$ cat config.mk
export PLATFORM = sky130hd
export DESIGN_NAME = ripple_carry_adder
export DESIGN_NICKNAME = d
export VERILOG_FILES = /design/src/rtl/ripple_carry_adder_pkg.sv /design/src/rtl/full_adder_cell.sv /design/src/rtl/ripple_carry_adder.sv
export SDC_FILE = /design/constraint.sdc
export NUM_CORES = 1
export LEC_CHECK = 0
export ABC_CLOCK_PERIOD_IN_PS = 900
export BUFFER_PORTS_ARGS = -buffer_cell sky130_fd_sc_hd__buf_2
export CORE_AREA = 2 2 39 41
export DETAILED_ROUTE_END_ITERATION = 8
export DIE_AREA = 0 0 41 43
export PLACE_DENSITY = 0.63
export SETUP_SLACK_MARGIN = 0.1
export SLEW_MARGIN = 20
export SYNTH_ARGS = -nofsm -noshare
export SYNTH_HDL_FRONTEND = slang
export SYNTH_SLANG_ARGS = --single-unit
$ cat constraint.sdc
create_clock -name clk -period 0.9 [get_ports clk]
set_input_delay 0.09 -clock clk [delete_from_list [all_inputs] [get_ports clk]]
set_output_delay 0.09 -clock clk [all_outputs]
set_load 0.1 [all_outputs]
$ cat src/rtl/ripple_carry_adder_pkg.sv
// Shared types for the registered ripple-carry adder: the status-flag bundle
// that travels alongside the sum through the result register.
package ripple_carry_adder_pkg;

    typedef struct packed {
        logic cout;
        logic overflow;
        logic zero;
    } flags_t;

    localparam flags_t FLAGS_RESET = '0;

    // Two's-complement overflow: the carries into and out of the sign bit disagree.
    function automatic logic signed_overflow(input logic c_into_msb, input logic c_out_msb);
        return c_into_msb ^ c_out_msb;
    endfunction

endpackage

$ cat src/rtl/full_adder_cell.sv
// Single-bit full adder; one link of the ripple-carry chain. Purely combinational.
module full_adder_cell (
    input  logic a,
    input  logic b,
    input  logic ci,
    output logic s,
    output logic co
);

    logic w_p;

    assign w_p = a ^ b;
    assign s   = w_p ^ ci;
    assign co  = (a & b) | (ci & w_p);

endmodule

$ cat src/rtl/ripple_carry_adder.sv
// Registered N-bit ripple-carry adder: WIDTH chained full-adder cells feeding
// one result register that captures sum, carry-out, overflow and zero.
module ripple_carry_adder
    import ripple_carry_adder_pkg::*;
#(
    parameter int WIDTH = 4
) (
    input  logic             clk,
    input  logic             rst_n,
    input  logic             in_valid,
    input  logic [WIDTH-1:0] a,
    input  logic [WIDTH-1:0] b,
    input  logic             cin,
    output logic             out_valid,
    output logic [WIDTH-1:0] sum,
    output logic             cout,
    output logic             overflow,
    output logic             zero
);

    localparam logic [WIDTH-1:0] SUM_RESET = '0;

    // Valid-only handshake: operands are taken on any edge with in_valid=1 and
    // the result appears one cycle later with out_valid=1; there is no ready.

    logic [WIDTH:0]   w_c;
    logic [WIDTH-1:0] w_sum;
    flags_t           w_flags;

    logic             r_valid;
    logic [WIDTH-1:0] r_sum;
    flags_t           r_flags;

    assign w_c[0] = cin;

    for (genvar gi = 0; gi < WIDTH; gi++) begin : g_cell
        full_adder_cell u_fa (
            .a  (a[gi]),
            .b  (b[gi]),
            .ci (w_c[gi]),
            .s  (w_sum[gi]),
            .co (w_c[gi+1])
        );
    end

    // For WIDTH == 1 the carry into the sign bit is cin itself (w_c[0]).
    assign w_flags.cout     = w_c[WIDTH];
    assign w_flags.overflow = signed_overflow(w_c[WIDTH-1], w_c[WIDTH]);
    assign w_flags.zero     = (w_sum == '0);

    always_ff @(posedge clk or negedge rst_n) begin
        if (!rst_n) begin
            r_valid <= 1'b0;
            r_sum   <= SUM_RESET;
            r_flags <= FLAGS_RESET;
        end else begin
            r_valid <= in_valid;
            if (in_valid) begin
                r_sum   <= w_sum;
                r_flags <= w_flags;
            end
        end
    end

    assign out_valid = r_valid;
    assign sum       = r_sum;
    assign cout      = r_flags.cout;
    assign overflow  = r_flags.overflow;
    assign zero      = r_flags.zero;

endmodule

=== After elaboration in Yosys (flattened, before gate mapping) ===
Index checks and enable logic that the tools add are counted.

* Bitwise gates (word level): 21
* Reductions and logical operators: 1

{| class="wikitable"
|+ Operator list
! operator !! count
|-
| 1-bit XOR || 9
|-
| 1-bit AND || 8
|-
| 4-bit logical NOT || 1
|-
| 1-bit OR || 4
|}

* Word-level logic and storage cells: 27
* Output and inout bits: 8
* Input bits: 12
* Register bits after elaboration: 8

=== Depth between registers and ports, before layout ===
* Depth in word-level cells: 10
* Depth in mapped cells: 7
* Mapped depth without buffers: 7

=== Cells and area by module ===
Synthesis repeated with hierarchy kept, for this count alone.

* Cells, all modules: 23
* Area total of the unflattened synthesis: 411.6 µm²

{| class="wikitable"
|+ By module, submodules not included
! module !! cells an instance !! times used !! area an instance (µm²) !! seq. area each (µm²)
|-
| ripple_carry_adder || 19 || 1 || 331.6 || 200.2
|-
| full_adder_cell || 1 || 4 || 20.0 || 0.0
|}

=== Worst setup path after synthesis ===
Ideal clock, no wire load.

* Kind: input to register
* Start point: input port a[0]
* End point: register r_flags, in the netlist zero
* Data arrival time: 2176 ps
* Buffers on the path: 0
* Required time: 774 ps
* Library setup time: 126 ps
* Stages: 7
* Path slack: -1403 ps
* Cell sequence: fa_1 > fa_1 > fa_1 > inv_1 > fa_1 > nor4b_2 > mux2_4

* Longest elaborated chain between the ends: 9
* Elaborated cells between the ends (all ways): 13
* Classes of those cells: bitwise: 12; reduce/logical: 1

{| class="wikitable"
|+ Ends and longest elaborated chain
! element !! RTL line !! RTL
|-
| start: declaration || ripple_carry_adder.sv:11 || <nowiki>input logic [WIDTH-1:0] a,</nowiki>
|-
| 1-bit XOR || full_adder_cell.sv:12 || <nowiki>assign w_p = a ^ b;</nowiki>
|-
| 1-bit AND || full_adder_cell.sv:14 || <nowiki>assign co = (a & b) | (ci & w_p);</nowiki>
|-
| 1-bit OR || full_adder_cell.sv:14 ||
|-
| 1-bit AND || full_adder_cell.sv:14 ||
|-
| 1-bit OR || full_adder_cell.sv:14 ||
|-
| 1-bit AND || full_adder_cell.sv:14 ||
|-
| 1-bit OR || full_adder_cell.sv:14 ||
|-
| 1-bit XOR || full_adder_cell.sv:13 || <nowiki>assign s = w_p ^ ci;</nowiki>
|-
| 4-bit logical NOT * || ripple_carry_adder.sv:49 || <nowiki>assign w_flags.zero = (w_sum == '0);</nowiki>
|-
| end signal: assignment || ripple_carry_adder.sv:60 || <nowiki>r_flags <= w_flags;</nowiki>
|-
| end: declaration || ripple_carry_adder.sv:32 || <nowiki>flags_t r_flags;</nowiki>
|}

Mark *: on every way between the ends. The rest lies on a longest branch, timed or not.
A chain may end at the register's enable or synchronous reset.

=== Worst setup path after layout ===
* Start point: input port cin
* End point: register r_flags, in the netlist zero

* Longest elaborated chain between the ends: 8
* Elaborated cells between the ends (all ways): 11
* Classes of those cells: bitwise: 10; reduce/logical: 1

{| class="wikitable"
|+ Ends and longest elaborated chain
! element !! RTL line !! RTL
|-
| start: declaration || ripple_carry_adder.sv:13 || <nowiki>input logic cin,</nowiki>
|-
| 1-bit AND || full_adder_cell.sv:14 ||
|-
| 1-bit OR || full_adder_cell.sv:14 ||
|-
| 1-bit AND || full_adder_cell.sv:14 ||
|-
| 1-bit OR || full_adder_cell.sv:14 ||
|-
| 1-bit AND || full_adder_cell.sv:14 ||
|-
| 1-bit OR || full_adder_cell.sv:14 ||
|-
| 1-bit XOR || full_adder_cell.sv:13 ||
|-
| 4-bit logical NOT * || ripple_carry_adder.sv:49 ||
|}

Marked as above.

==> results.json <==
{
  "status": "finished, violations left",
  "violations": "setup timing",
  "cp_max_fo": 2,
  "drv_slew": 0,
  "ys_seq_elements": 8,
  "p_leak_nw": 0.3495,
  "yosysUniqueCellTypes": 10,
  "cts_max_level": 1,
  "fmax_mhz": 487.7,
  "fin_nets": 71,
  "cpPeakStageDelay_ns": 0.44,
  "grt_antenna_before_repair": 0,
  "synth-xor-area-share_pct": 2.065,
  "rrSetupSlack_ns": 0.03,
  "ys_warn_count": 0,
  "ir_drop_mv": 1.099,
  "drt_iter0_drc": 1,
  "die_w_um": 41,
  "cts_tree": "built",
  "clk_latency_ns": 0.25,
  "wl_um": 775,
  "io_buffers": 19,
  "cts.sinks": 8,
  "setup_viol": 14,
  "grt_pass1_vias": 289,
  "placed_area_um2": 681.9,
  "postSynthCellCount": 27,
  "critical_path_arrival_ns": 2.18,
  "wl_per_cell_um": 11.07,
  "synth_nets": 43,
  "clkTransAtPathRegs_ns": 0.06,
  "rsz0062_at_grt": "yes",
  "syn2layout_area_growth_pct": 77.58,
  "path_class": "input pin to flop",
  "synth_top_family_by_area": "multiplexers",
  "critical_path.startpoint": "cin",
  "grt_usage_pct": 10.20,
  "initial_core_util_pct": 30.65,
  "post-synth-top-area-cell": "dfrtp_1",
  "final_common_cell": "buf_2",
  "io_pins": 20,
  "cp-start-kind": "input pin",
  "layout_common_cells": "buf_2, buf_12, dfrtp_2, mux2_4, fa_2",
  "hold_violations": 0,
  "min_period_ns": 2.050,
  "avgViaCountPerCell": 4.443,
  "synthMuxAreaShare_pct": 20.06,
  "critPathSlowestCell": "fa_2",
  "routabilityCongestion": 0.6897,
  "yosys-top-cells-area": "dfrtp_1, fa_1, mux2_4",
  "skew_ns": 0,
  "grt_max_degree": 10,
  "cts_buffers": 3,
  "ff2ff_path_depth": 1,
  "yosys.area_share.simple_pct": 4.425,
  "relSlewSlack_pct": 82.85,
  "grt_first_pass_wirelength_mm": 1.193,
  "maxCapViolations": 0,
  "die_area_um2": 1763,
  "cp-endpoint": "zero",
  "die_h_um": 43,
  "critical_path_required_ns": 1.03,
  "antennaDiodeCount": 0,
  "cp-end-kind": "flop",
  "postLayoutCellArea_um2": 753.2,
  "hold_class": "input pin to flop",
  "synth_compound_area_share_pct": 1.180,
  "coreArea_um2": 1384,
  "fin_setup_tns_ns": -4.748,
  "synth_area_um2": 424.2,
  "cts_buffer_depth": 2,
  "grt_overflow": 0,
  "multiInputGateArea_um2": 211.5,
  "synthAdderAreaFrac_pct": 18.88,
  "worst_slack_ns": -1.150,
  "cts_root_buf": "clkbuf_4",
  "power.density_nw_per_um2": 2423,
  "drtPass1Iterations": 4,
  "r2r_end": "sum[0]",
  "nFillCells": 115,
  "r2r_start": "sum[0]",
  "yosysSeqAreaShare_pct": 47.20,
  "dr_total_vias": 311,
  "seq_area_um2": 211.5,
  "drcViolationCount": 0,
  "fin_crit_sh_pct": 227.8,
  "num_rows": 14,
  "tightest_slew_ns": 0.2572,
  "crit_chain": "buf_6, fa_2, fa_2, fa_2, inv_2, fa_2, nor4b_2, mux2_4",
  "layout-drive-gt1-share_pct": 83.33,
  "postRouteAntennaNets": 0,
  "synth_top_area_share_pct": 47.20,
  "crit_top_cell": "fa_2",
  "synth_area_per_cell_um2": 15.71
}
==> layout make-up <==
class	instances	share of cell area (%)
tap	16	2.658
multi-input combinational	14	28.07
timing repair buffer	24	35.71
clock buffer	4	3.488
sequential	8	28.07
inverter	4	1.993
==> what timing repair did <==
action,4_1_cts,5_1_grt
pin swaps,4,3
setup buffers,0,2
hold buffers,1,0
endpoints found under the hold margin,8,0
resized for setup,1,4
setup endpoints to repair,15,15
==> synth_stat cells <==
library cell  number
xnor2_1            1
nor2_1             1
dfrtp_1            8
nor4b_2            1
inv_1              4
mux2i_1            1
buf_6              1
a21oi_1            1
mux2_4             5
fa_1               4
==> layer usage <==
| metal | vias to the layer above | global-route usage (%) | share of wire (%) |
|---|---|---|---|
| met5 | - | 0 | 0 |
| met4 | 0 | 6.000 | 1.7 |
| met3 | 2 | 1.571 | 4.6 |
| met2 | 13 | 15.94 | 53 |
| met1 | 157 | 12.54 | 40 |
| li1 | 139 | - | - |
==> cell families (layout without fill, tap and decap cells) <==
logic type	count (synthesis)	count (layout)
xor+xnor	1	1
compound gates	1	1
simple gates	2	2
flops	8	8
buf+inv	5	32
fa+ha+maj	4	4
mux	6	6
==> power by group <==
part	switching (mW)	total (mW)	internal (mW)
Clock	0.118	0.287	0.169
Sequential	0.0719	0.512	0.440
Combinational	0.605	1.03	0.420
==> worst min path at each step <==
stage / from / to / slack (ns) / depth (start not counted)
6_report: in_valid / out_valid / 0.1 / 1
5_1_grt: in_valid / out_valid / 0.1 / 1
4_1_cts: in_valid / out_valid / 0.09 / 1
3_5_place_dp: rst_n / zero / -0.06 / 1
3_3_place_gp: rst_n / zero / -0.06 / 1
2_1_floorplan: rst_n / cout / -0.21 / 0
==> registers in the layout, indices dropped and copies added (netlist names) <==
| signal | flops |
|---|---|
| out_valid | 1 |
| sum | 4 |
| overflow | 1 |
| zero | 1 |
| cout | 1 |
==> metrics by stage <==
| step | total power, mW | cells | util (%) | hold WS [ns] | worst slack, ns |
|---|---|---|---|---|---|
| after CTS | 1.808 | 68 | 52.35 | 0.08729 | -1.161 |
| after global routing | 1.898 | 70 | 54.43 | 0.09773 | -1.192 |
| after floorplan | 1.122 | 27 | - | -0.2056 | -1.306 |
| after detailed placement | 1.512 | 63 | 49.28 | -0.05755 | -1.488 |
| final | 1.825 | 70 | 54.43 | 0.09738 | -1.150 |
| after global placement | 1.500 | 63 | 49.28 | -0.06406 | -1.481 |
==> worst max-delay path, delay by kind of cell <==
family | cells | cell delay, ns
adders and majority gates | 4 | 1.51
and+or+nand+nor | 1 | 0.17
buffers and inverters | 2 | 0.15
muxes | 1 | 0.25
(Power assumes the default switching activity.)
